==> src/rtl/data_format_adapter_pack_if.sv <==
// data_format_adapter_pack_if: 8-bit symbol sink side plus packed multi-symbol source side
interface data_format_adapter_pack_if #(
    parameter int SYMBOL_WIDTH     = 8,
    parameter int SYMBOLS_PER_BEAT = 3,
    parameter int EMPTY_WIDTH      = 2
);
    logic                                 in_ready;
    logic                                 in_valid;
    logic [SYMBOL_WIDTH-1:0]              in_data;
    logic                                 in_startofpacket;
    logic                                 in_endofpacket;
    logic                                 out_ready;
    logic                                 out_valid;
    logic [SYMBOL_WIDTH*SYMBOLS_PER_BEAT-1:0] out_data;
    logic                                 out_startofpacket;
    logic                                 out_endofpacket;
    logic [EMPTY_WIDTH-1:0]               out_empty;

    modport slave (
        input  in_valid, in_data, in_startofpacket, in_endofpacket, out_ready,
        output in_ready, out_valid, out_data, out_startofpacket, out_endofpacket, out_empty
    );

    modport master (
        output in_valid, in_data, in_startofpacket, in_endofpacket, out_ready,
        input  in_ready, out_valid, out_data, out_startofpacket, out_endofpacket, out_empty
    );
endinterface

==> src/rtl/data_format_adapter_pack.sv <==
// data_format_adapter_pack: packs one-symbol beats into SYMBOLS_PER_BEAT-symbol beats with empty count
module data_format_adapter_pack #(
    parameter int SYMBOL_WIDTH     = 8,
    parameter int SYMBOLS_PER_BEAT = 3,
    parameter int EMPTY_WIDTH      = 2
) (
    input logic                       clk,
    input logic                       reset_n,
    data_format_adapter_pack_if.slave bus
);
    localparam int SW = SYMBOL_WIDTH;
    localparam int N  = SYMBOLS_PER_BEAT;
    localparam int CW = $clog2(N);

    logic [CW-1:0]          cnt_q, cnt_d, eff_cnt;
    logic [(N-1)*SW-1:0]    acc_q, acc_d;
    logic                   sop_pend_q, sop_pend_d;
    logic                   out_valid_q, out_valid_d;
    logic [N*SW-1:0]        out_data_q, out_data_d, lanes;
    logic                   out_sop_q, out_sop_d;
    logic                   out_eop_q, out_eop_d;
    logic [EMPTY_WIDTH-1:0] out_empty_q, out_empty_d;
    logic                   in_ready, accept, complete;

    assign bus.in_ready          = in_ready;
    assign bus.out_valid         = out_valid_q;
    assign bus.out_data          = out_data_q;
    assign bus.out_startofpacket = out_sop_q;
    assign bus.out_endofpacket   = out_eop_q;
    assign bus.out_empty         = out_empty_q;

    // Accept a symbol whenever the holding register is free or draining; a mid-beat sop restarts at lane 0
    always_comb begin
        in_ready    = !out_valid_q || bus.out_ready;
        accept      = bus.in_valid && in_ready;
        eff_cnt     = bus.in_startofpacket ? '0 : cnt_q;
        complete    = eff_cnt == CW'(N-1) || bus.in_endofpacket;
        lanes       = {acc_q, {SW{1'b0}}};
        cnt_d       = cnt_q;
        acc_d       = acc_q;
        sop_pend_d  = sop_pend_q;
        out_valid_d = out_valid_q && !bus.out_ready;
        out_data_d  = out_data_q;
        out_sop_d   = out_sop_q;
        out_eop_d   = out_eop_q;
        out_empty_d = out_empty_q;
        if (accept && complete) begin
            for (int i = 0; i < N; i++)
                out_data_d[(N-1-i)*SW +: SW] = CW'(i) < eff_cnt ? lanes[(N-1-i)*SW +: SW] :
                                               CW'(i) == eff_cnt ? bus.in_data : '0;
            out_empty_d = EMPTY_WIDTH'(N - 1 - int'(eff_cnt));
            out_sop_d   = eff_cnt == '0 ? bus.in_startofpacket : sop_pend_q;
            out_eop_d   = bus.in_endofpacket;
            out_valid_d = 1'b1;
            cnt_d       = '0;
        end else if (accept) begin
            for (int i = 0; i < N - 1; i++)
                if (CW'(i) == eff_cnt) acc_d[(N-2-i)*SW +: SW] = bus.in_data;
            cnt_d = eff_cnt + CW'(1);
            if (eff_cnt == '0) sop_pend_d = bus.in_startofpacket;
        end
    end

    // State and output holding register, cleared asynchronously so a reset drops partial and pending beats
    always_ff @(posedge clk or negedge reset_n) begin
        if (!reset_n) begin
            cnt_q       <= '0;
            acc_q       <= '0;
            sop_pend_q  <= 1'b0;
            out_valid_q <= 1'b0;
            out_data_q  <= '0;
            out_sop_q   <= 1'b0;
            out_eop_q   <= 1'b0;
            out_empty_q <= '0;
        end else begin
            cnt_q       <= cnt_d;
            acc_q       <= acc_d;
            sop_pend_q  <= sop_pend_d;
            out_valid_q <= out_valid_d;
            out_data_q  <= out_data_d;
            out_sop_q   <= out_sop_d;
            out_eop_q   <= out_eop_d;
            out_empty_q <= out_empty_d;
        end
    end
endmodule

==> src/flat_wrapper.sv <==
// flat-port wrapper written by rule: the top's interface ports become plain ports
module data_format_adapter_pack_flat 
#(
    parameter int SYMBOL_WIDTH     = 8,
    parameter int SYMBOLS_PER_BEAT = 3,
    parameter int EMPTY_WIDTH      = 2
)
  (clk, reset_n, bus_in_valid, bus_in_data, bus_in_startofpacket, bus_in_endofpacket, bus_out_ready, bus_in_ready, bus_out_valid, bus_out_data, bus_out_startofpacket, bus_out_endofpacket, bus_out_empty);
  data_format_adapter_pack_if #(.SYMBOL_WIDTH(SYMBOL_WIDTH), .SYMBOLS_PER_BEAT(SYMBOLS_PER_BEAT), .EMPTY_WIDTH(EMPTY_WIDTH)) bus_i ();
  input logic clk;
  input logic reset_n;
  input wire logic [$bits(bus_i.in_valid)-1:0] bus_in_valid;
  input wire logic [$bits(bus_i.in_data)-1:0] bus_in_data;
  input wire logic [$bits(bus_i.in_startofpacket)-1:0] bus_in_startofpacket;
  input wire logic [$bits(bus_i.in_endofpacket)-1:0] bus_in_endofpacket;
  input wire logic [$bits(bus_i.out_ready)-1:0] bus_out_ready;
  output wire logic [$bits(bus_i.in_ready)-1:0] bus_in_ready;
  output wire logic [$bits(bus_i.out_valid)-1:0] bus_out_valid;
  output wire logic [$bits(bus_i.out_data)-1:0] bus_out_data;
  output wire logic [$bits(bus_i.out_startofpacket)-1:0] bus_out_startofpacket;
  output wire logic [$bits(bus_i.out_endofpacket)-1:0] bus_out_endofpacket;
  output wire logic [$bits(bus_i.out_empty)-1:0] bus_out_empty;
  assign bus_i.in_valid = bus_in_valid;
  assign bus_i.in_data = bus_in_data;
  assign bus_i.in_startofpacket = bus_in_startofpacket;
  assign bus_i.in_endofpacket = bus_in_endofpacket;
  assign bus_i.out_ready = bus_out_ready;
  assign bus_in_ready = bus_i.in_ready;
  assign bus_out_valid = bus_i.out_valid;
  assign bus_out_data = bus_i.out_data;
  assign bus_out_startofpacket = bus_i.out_startofpacket;
  assign bus_out_endofpacket = bus_i.out_endofpacket;
  assign bus_out_empty = bus_i.out_empty;
  data_format_adapter_pack #(.SYMBOL_WIDTH(SYMBOL_WIDTH), .SYMBOLS_PER_BEAT(SYMBOLS_PER_BEAT), .EMPTY_WIDTH(EMPTY_WIDTH)) u_core (.clk(clk), .reset_n(reset_n), .bus(bus_i));
endmodule
==> config.mk <==
export PLATFORM = sky130hd
export DESIGN_NAME = data_format_adapter_pack_flat
export DESIGN_NICKNAME = d
export VERILOG_FILES = /design/src/rtl/data_format_adapter_pack_if.sv /design/src/rtl/data_format_adapter_pack.sv /design/src/flat_wrapper.sv
export SDC_FILE = /design/constraint.sdc
export NUM_CORES = 1
export LEC_CHECK = 0
export BUFFER_PORTS_ARGS = -buffer_cell sky130_fd_sc_hd__buf_4
export CAP_MARGIN = 20
export CORE_MARGIN = 5
export CORE_UTILIZATION = 30
export CTS_CLUSTER_SIZE = 20
export DETAILED_ROUTE_END_ITERATION = 8
export GPL_TIMING_DRIVEN = 0
export PLACE_DENSITY = 0.46
export RECOVER_POWER = 50
export SETUP_SLACK_MARGIN = 0.15
export SYNTH_ARGS = -nofsm -noshare
export SYNTH_HDL_FRONTEND = slang
export SYNTH_SLANG_ARGS = --single-unit
==> constraint.sdc <==
create_clock -name clk -period 2.23 [get_ports clk]
set_clock_uncertainty 0.1 [all_clocks]
set_input_delay 0.1115 -clock clk [delete_from_list [all_inputs] [get_ports clk]]
set_output_delay 0.1115 -clock clk [all_outputs]
set_load 0.02 [all_outputs]
==> results_dict.tcl, run 1 <==
set metrics [dict create \
    drt-total-wl_um 5150 \
    drt-wirelength-per-cell_um 15.1 \
    grt_start_max_net_pins 49 \
    grt_pass1_vias 1627 \
    cts_sinks 48 \
    row_count 32 \
    drc 0 \
    fin_tns_setup_ns 0 \
    fillCellCount 770 \
    core_area_um2 7610 \
    die_y_um 97.6 \
    cp-end-kind "flip-flop" \
    synth_warnings 0 \
    gp_routability_congestion 0.737 \
    crit_fanout 10 \
    cts_tree "done" \
    drt_iter0_markers 28 \
    async_reset_ff_share_pct 100 \
    finalPower_mw 2.45 \
    first_pass_iters 3 \
    cp.required_ns 2.32 \
    clock_latency_ns 0.30 \
    viasPerCell 4.40 \
    hold_class "primary input to flip-flop" \
    antenna_found_initial 0 \
    rsz0062_at_grt "no" \
    synth.avg_cell_area_um2 13.2 \
    final_area_um2 2970 \
    cts-buffers-inserted 5 \
    cp-start-kind "flip-flop" \
    dp_slack_ns 0.00977 \
    synth_area_leaders "dfrtp_1 (52%), mux2_2 (21%), mux2i_1 (3.9%)" \
    yosysTopAreaCellShare_pct 52.2 \
    max_slew_margin_pct 16.8 \
    hpwlAfterDp_um 3460 \
    arrival_ns 2.05 \
    ff2ff_setup_slack_ns 0.27 \
    synth_commonest_cells "dfrtp_1 (48), mux2_2 (42), nand2_1 (17)" \
    vias 1502 \
    detail-route-antenna-nets 0 \
    synth_cells 174 \
    n_antenna_cell 0 \
    final_hold_viol_count 0 \
    p_sw_share_pct 30.4 \
    io_pins 44 \
    yosysTopAreaCell "dfrtp_1" \
    start_util_pct 30.2 \
    power.leakage_nw 1.37 \
    p_clk_share_pct 22.5 \
    grt_remaining_overflow 0 \
    crit_type "flip-flop to flip-flop" \
    seqPwrFrac_pct 48.1 \
    final-setup-viol-count 0 \
    drive_gt1_share_pct 44.4 \
    areaGrowthSynthToFinish_pct 29.2 \
    synthFlopType "dfrtp_1" \
    min_period_ns 1.96 \
    period_share_pct 87.9 \
    yosysUniqueCellTypes 26 \
    nets 256 \
    seq_area_frac_synth_pct 52.2 \
    die_w_um 97.6 \
    root_buffer "clkbuf_8" \
    grt_pass1_wl_um 8650 \
    grt_usage_pct 11.3 \
    clock_path_buffers 2 \
    pwr-share-comb_pct 29.5 \
    portBuffers 42 \
    synth-seq-cells 48 \
    layout_setup_ws_ns 0.270 \
    yosysMostFrequentCell "dfrtp_1" \
    synth_edf_count 0 \
    die_area_um2 9520 \
    status "finished clean" \
    h-tree-depth 2 \
    placed_area_um2 2740 \
    finalMaxSlewViolations 0 \
    timing.fmax_mhz 510 \
    ir_worst_vdd_v 0.000332 \
    cap_violations 0 \
    cts.reportedPaths.clkPinSlew_ns 0.09 \
    p_int_mw 1.70 \
    p_switching_mw 0.745 \
    tightest_slew_ns 1.25 \
    fin_util_pct 39.0 \
    power_density_nw_per_um2 823 \
    synth_area_um2 2300 \
    syn_nets 192 \
]
-- cell families (layout without fill, tap and decap cells) --
kind of cell	count (synthesis)	in the layout	synth area share (%)
mux	53	53	25.6
flops	48	48	52.2
simple gates	34	34	10.3
buf+inv	22	87	5.88
compound gates	13	13	3.81
fa+ha+maj	4	4	2.18
-- path summary, 6_finish.rpt --
check,depth (start not counted),end,from
max,8,u_core.bus.out_data[19]$_DFFE_PN0P_,u_core.cnt_q[1]$_DFFE_PN0P_
min,2,u_core.bus.out_endofpacket$_DFFE_PN0P_,bus_in_valid
max reg2reg,8,u_core.bus.out_data[19]$_DFFE_PN0P_,u_core.cnt_q[1]$_DFFE_PN0P_
min in group asynchronous,2,u_core.bus.out_empty[1]$_DFFE_PN0P_,reset_n
min reg2reg,1,u_core.bus.out_endofpacket$_DFFE_PN0P_,u_core.bus.out_endofpacket$_DFFE_PN0P_
max in group asynchronous,2,u_core.bus.out_data[2]$_DFFE_PN0P_,reset_n
-- stage by stage --
stage                     instances  hold WS, ns
after CTS                       339      0.00883
after global placement          318       0.0929
after floorplan                 174       -0.284
after detailed placement        318       0.0903
after global routing            341       0.0192
final                           341       0.0126
-- metal layers --
metal | track usage [%] | vias to the layer above | part of all wire (%)
met5 | 0 | - | 0
met2 | 19.0 | 22 | 48
met4 | 2.56 | 0 | 0.87
met1 | 14.8 | 749 | 48
li1 | - | 726 | -
met3 | 2.73 | 5 | 2.5
-- power by group through the flow --
| stage | clock network, mW | logic (mW) | registers, mW |
|---|---|---|---|
| global placement | 0 | 0.707 | 1.19 |
| floorplan | 0 | 0.341 | 1.29 |
| detailed placement | 0 | 0.716 | 1.19 |
| global route | 0.604 | 0.788 | 1.20 |
| finish | 0.550 | 0.720 | 1.18 |
| CTS | 0.569 | 0.757 | 1.18 |
-- critical path, stage by stage (launching register included) --
cell and delay, ns:
dfrtp_1 0.39, buf_6 0.14, nor2b_1 0.12, buf_4 0.15, inv_2 0.07, ha_4 0.15, buf_6 0.12, mux2_2 0.32
mux2_1 0.28
-- cell type report --
type | count | area, um2 | share of cell area, %
plain buffers | 11 | 116 | 3.92
clock buffers | 6 | 82.6 | 2.78
clock inverters | 2 | 10.0 | 0.337
inverters | 11 | 41.3 | 1.39
multi-input cells | 104 | 993 | 33.4
flip-flops and latches | 48 | 1200 | 40.4
well taps | 102 | 128 | 4.30
repair buffers | 57 | 398 | 13.4
-- state kept, by name, summed over array words and instances, names as in the netlist --
register and flops:
u_core.bus.out_empty 2, u_core.bus.out_valid 1, u_core.sop_pend_q 1, u_core.bus.out_data 24, u_core.cnt_q 2, u_core.acc_q 16
u_core.bus.out_endofpacket 1, u_core.bus.out_startofpacket 1
-- layout by cell type, fill, tap and decap left out, drive strengths merged, types with 4 or more instances in the layout --
cell type / count
buf: 40
clkbuf: 24
dfrtp: 48
dlygate4sd3: 10
ha: 4
inv: 11
mux2: 44
mux2i: 9
nand2: 17
nand3b: 9
o21ai: 8
-- what timing repair did --
action | 4_1_cts | 5_1_grt
gates cloned | 1 | 0
hold buffers | 10 | 0
gates resized for setup | 12 | 6
buffers inserted | 2 | 2
endpoints found under the setup margin | 38 | 44
endpoints found under the hold margin | 69 | 0
pin swaps | 2 | 1
Power figures use the tool's default switching activity.
==> inputs of run 2 (changes only) <==
- CELL_PAD_IN_SITES_DETAIL_PLACEMENT: unset -> 1
- CELL_PAD_IN_SITES_GLOBAL_PLACEMENT: unset -> 2
- PLACE_DENSITY: 0.46 -> 0.63
==> results_dict.tcl, run 2 (same netlist as run 1, synthesis figures left out) <==
set metrics [dict create \
    status "finished clean" \
    p_int_mw 1.70 \
    grt_pass1_wl_um 9240 \
    crit_path_start "u_core.cnt_q[1]$_DFFE_PN0P_" \
    p_switching_mw 0.755 \
    dp_slack_ns -0.0169 \
    drt_iter0_markers 48 \
    layout_setup_ws_ns 0.221 \
    root_buffer "clkbuf_8" \
    cts.reportedPaths.clkPinSlew_ns 0.09 \
    crit_fanout 8 \
    cp-start-kind "flip-flop" \
    arrival_ns 2.10 \
    fin_util_pct 39.7 \
    power.leakage_nw 1.39 \
    areaGrowthSynthToFinish_pct 31.2 \
    max_slew_margin_pct 18.2 \
    cts-buffers-inserted 5 \
    grt_pass1_vias 1731 \
    nets 260 \
    ff2ff_path_depth 9 \
    cts_tree "done" \
    h-tree-depth 2 \
    die_area_um2 9520 \
    min_period_ns 2.01 \
    drive_gt1_share_pct 44.0 \
    r2r-end "u_core.acc_q[5]$_DFFE_PN0P_" \
    first_pass_iters 6 \
    portBuffers 42 \
    placed_area_um2 2740 \
    p_clk_share_pct 22.6 \
    final_area_um2 3020 \
    detail-route-antenna-nets 0 \
    final_hold_viol_count 0 \
    crit_end "u_core.acc_q[5]$_DFFE_PN0P_" \
    fin_tns_setup_ns 0 \
    power_density_nw_per_um2 815 \
    rsz0062_at_grt "yes" \
    cp-end-kind "flip-flop" \
    row_count 32 \
    finalMaxSlewViolations 0 \
    largest_register_ffs 24 \
    clock_latency_ns 0.30 \
    cp.required_ns 2.32 \
    whs_ns 0.0195 \
    grt_remaining_overflow 0 \
    ff2ff_setup_slack_ns 0.22 \
    fillCellCount 847 \
    antenna_found_initial 0 \
    drt-wirelength-per-cell_um 16.0 \
    drc 0 \
    core_area_um2 7610 \
    hpwlAfterDp_um 3640 \
    p_sw_share_pct 30.7 \
    crit_type "flip-flop to flip-flop" \
    final_common_cell "dfrtp_1" \
    worstHoldStart "bus_in_valid" \
    reg2reg_from "u_core.cnt_q[1]$_DFFE_PN0P_" \
    viasPerCell 4.47 \
    hold_class "primary input to flip-flop" \
    grt_usage_pct 12.3 \
    die_w_um 97.6 \
    clock_path_buffers 2 \
    period_share_pct 90.1 \
    drt-total-wl_um 5510 \
    pwr-share-comb_pct 29.6 \
    seqPwrFrac_pct 47.9 \
    cts_sinks 48 \
    start_util_pct 30.2 \
    ir_worst_vdd_v 0.000319 \
    tightest_slew_ns 1.23 \
    final-setup-viol-count 0 \
    cap_violations 0 \
    io_pins 44 \
    layout_common_cells "dfrtp_1 (48), mux2_2 (42), buf_4 (32)" \
    gp_routability_congestion 0.666 \
    n_antenna_cell 0 \
    grt_start_max_net_pins 49 \
    vias 1543 \
    timing.fmax_mhz 498 \
    die_y_um 97.6 \
]
==> run 2: timing repair <==
| item | 4_1_cts | 5_1_grt |
|---|---|---|
| pin swaps | 1 | 1 |
| buffers inserted | 4 | 4 |
| endpoints found under the setup margin | 45 | 30 |
| hold buffers | 10 | 0 |
| gates resized for setup | 13 | 3 |
| endpoints found under the hold margin | 71 | 0 |
| gates cloned | 1 | 0 |
==> run 2: layout make-up <==
cell class	count	area [um2]	share of cell area [%]
Clock inverter	2	10.0	0.332
Buffer	11	125	4.15
Inverter	11	41.3	1.37
Timing Repair Buffer	61	452	15.0
Clock buffer	6	82.6	2.74
Sequential cell	48	1200	39.8
Tap cell	102	128	4.23
Multi-Input combinational cell	104	977	32.4
==> run 2: how the worst min path moves through the flow <==
stage,cells past startpoint,slack (ns),end
finish,2,0.02,u_core.bus.out_endofpacket$_DFFE_PN0P_
global route,2,0.01,u_core.bus.out_endofpacket$_DFFE_PN0P_
CTS,2,0.01,u_core.bus.out_endofpacket$_DFFE_PN0P_
detailed placement,1,0.09,u_core.bus.out_data[11]$_DFFE_PN0P_
global placement,1,0.09,u_core.acc_q[3]$_DFFE_PN0P_
floorplan,0,-0.28,u_core.acc_q[0]$_DFFE_PN0P_
==> run 2: power by group through the flow <==
stage	sequential (mW)	clock [mW]	combinational (mW)
6_report	1.18	0.554	0.727
5_1_grt	1.20	0.610	0.795
4_1_cts	1.18	0.580	0.767
3_5_place_dp	1.19	0	0.718
3_3_place_gp	1.19	0	0.710
2_1_floorplan	1.29	0	0.341
==> run 2: metrics by stage <==
stage / instances / power, mW
after floorplan: 174 / 1.63
after global routing: 345 / 2.61
after CTS: 341 / 2.53
after detailed placement: 318 / 1.91
after global placement: 318 / 1.90
final: 345 / 2.46
==> run 2: metal layers <==
layer | wire length [um] | GRT usage (%) | up-vias
met4 | 65 | 3.83 | 0
li1 | - | - | 730
met1 | 2600 | 16.4 | 783
met5 | 0 | 0 | -
met2 | 2670 | 20.0 | 25
met3 | 173 | 2.44 | 5
==> run 2: worst max-delay path, stage by stage (launching register included) <==
cell     delay (ns)
dfrtp_1        0.39
buf_6          0.12
nor2b_1        0.13
buf_6          0.13
ha_4           0.16
nor2_4         0.12
buf_6          0.11
buf_6          0.09
nand4_4        0.19
mux2_4         0.34
==> inputs of run 3 (changes only) <==
- CORE_ASPECT_RATIO: unset -> 0.8
- PLACE_DENSITY: 0.63 -> 0.66
- RECOVER_POWER: 50 -> unset
- clock period: 2.23 -> 1.8 ns (I/O delays scaled with it)
==> results_dict.tcl, run 3 (same netlist as run 1, synthesis figures left out) <==
set metrics [dict create \
    drt_iter0_markers 33 \
    reg2reg_from "u_core.cnt_q[1]$_DFFE_PN0P_" \
    io_pins 44 \
    power.leakage_nw 1.60 \
    areaGrowthSynthToFinish_pct 42.2 \
    die_w_um 108 \
    fin_util_pct 44.0 \
    start_util_pct 31.0 \
    crit_path_start "u_core.cnt_q[1]$_DFFE_PN0P_" \
    p_switching_mw 0.967 \
    cts-buffers-inserted 5 \
    portBuffers 42 \
    p_sw_share_pct 29.9 \
    dp_cells 321 \
    power_density_nw_per_um2 990 \
    hold_class "primary input to flip-flop" \
    tightest_slew_ns 0.639 \
    seqPwrFrac_pct 45.4 \
    fillCellCount 812 \
    cp-end-kind "flip-flop" \
    layout_common_cells "buf_4 (49), dfrtp_1 (48), mux2_4 (28)" \
    clock_path_buffers 2 \
    die_y_um 88.3 \
    cap_violations 0 \
    max_slew_margin_pct 57.4 \
    ff2ff_path_depth 9 \
    vias 1570 \
    ir_worst_vdd_v 0.000487 \
    hpwlAfterDp_um 3700 \
    status "finished with violations" \
    clock_latency_ns 0.30 \
    crit_end "u_core.acc_q[5]$_DFFE_PN0P_" \
    grt_remaining_overflow 0 \
    final-setup-viol-count 46 \
    crit_fanout 8 \
    nets 265 \
    antenna_found_initial 0 \
    drive_gt1_share_pct 51.6 \
    row_count 28 \
    finalMaxSlewViolations 0 \
    final_cells 353 \
    finalPower_mw 3.24 \
    rsz0062_at_grt "yes" \
    root_buffer "clkbuf_8" \
    placed_area_um2 2810 \
    final_hold_viol_count 0 \
    first_pass_iters 4 \
    crit_type "flip-flop to flip-flop" \
    cts_tree "done" \
    grt_pass1_vias 1686 \
    drt-total-wl_um 5860 \
    cts_sinks 48 \
    n_antenna_cell 0 \
    drc 0 \
    cp-start-kind "flip-flop" \
    layout_setup_ws_ns -0.148 \
    grt_usage_pct 13.2 \
    die_area_um2 9530 \
    cp.required_ns 1.89 \
    r2r-end "u_core.acc_q[5]$_DFFE_PN0P_" \
    arrival_ns 2.04 \
    viasPerCell 4.45 \
    p_int_mw 2.27 \
    timing.fmax_mhz 513 \
    drt-wirelength-per-cell_um 16.6 \
    core_area_um2 7430 \
    detail-route-antenna-nets 0 \
    grt_pass1_wl_um 9500 \
    violations "negative setup slack" \
    grt_start_max_net_pins 49 \
    final_area_um2 3270 \
    gp_routability_congestion 0.757 \
    fin_tns_setup_ns -4.29 \
    pwr-share-comb_pct 33.7 \
    largest_register_ffs 24 \
    period_share_pct 108 \
    p_clk_share_pct 20.9 \
    ff2ff_setup_slack_ns -0.15 \
    h-tree-depth 2 \
    final_common_cell "buf_4" \
    cts.reportedPaths.clkPinSlew_ns 0.09 \
    min_period_ns 1.95 \
]
-- run 3: worst min path at each step --
stage / startpoint / end / depth (start not counted)
after CTS: bus_out_ready / u_core.bus.out_valid$_DFF_PN0_ / 4
after floorplan: reset_n / u_core.acc_q[0]$_DFFE_PN0P_ / 0
after global routing: bus_out_ready / u_core.bus.out_valid$_DFF_PN0_ / 4
final: bus_out_ready / u_core.bus.out_valid$_DFF_PN0_ / 4
after global placement: reset_n / u_core.bus.out_empty[0]$_DFFE_PN0P_ / 1
after detailed placement: reset_n / u_core.bus.out_empty[0]$_DFFE_PN0P_ / 1
-- run 3: worst max-delay path, stage by stage (launching register included) --
cell	delay (ns)
dfrtp_1	0.39
buf_6	0.12
nor2b_4	0.11
buf_6	0.12
ha_4	0.16
nor2_4	0.10
buf_6	0.11
buf_12	0.11
nand4_4	0.16
mux2_4	0.34
-- run 3: per-layer routing --
| layer | wire length (um) | up-vias | part of all wire, % | GRT usage [%] |
|---|---|---|---|---|
| met5 | 0 | - | 0 | 0 |
| met4 | 40 | 0 | 0.68 | 3.10 |
| met3 | 250 | 4 | 4.3 | 3.21 |
| met2 | 2650 | 28 | 45 | 20.3 |
| met1 | 2920 | 792 | 50 | 19.0 |
| li1 | - | 746 | - | - |
-- run 3: power groups by stage --
stage | Combinational [mW] | Sequential, mW | Clock (mW)
final | 1.09 | 1.47 | 0.678
after global routing | 1.18 | 1.50 | 0.753
after CTS | 1.10 | 1.47 | 0.705
after detailed placement | 0.921 | 1.49 | 0
after global placement | 0.905 | 1.48 | 0
after floorplan | 0.452 | 1.60 | 0
-- run 3: repair_timing --
action                                  4_1_cts  5_1_grt
gates cloned                                  2        1
hold buffers                                 11        0
setup buffers                                 8        2
endpoints found under the setup margin       47       47
pin swaps                                     6        1
endpoints found under the hold margin        73        0
resized for setup                            38        1
-- run 3: per-stage QoR --
step	hold WS, ns	setup slack (ns)
3_5_place_dp	0.0648	-0.338
4_1_cts	0.112	-0.152
2_1_floorplan	-0.306	-0.161
6_report	0.128	-0.148
5_1_grt	0.144	-0.226
3_3_place_gp	0.0601	-0.314
-- run 3: area by class of cell --
type	instances	area, um2	area share, %
Buffer	11	128	3.90
Clock buffer	8	90.1	2.75
Inverter	11	46.3	1.42
Tap cell	105	131	4.02
Sequential cell	48	1200	36.7
Timing Repair Buffer	65	563	17.2
Multi-Input combinational cell	105	1110	34.0
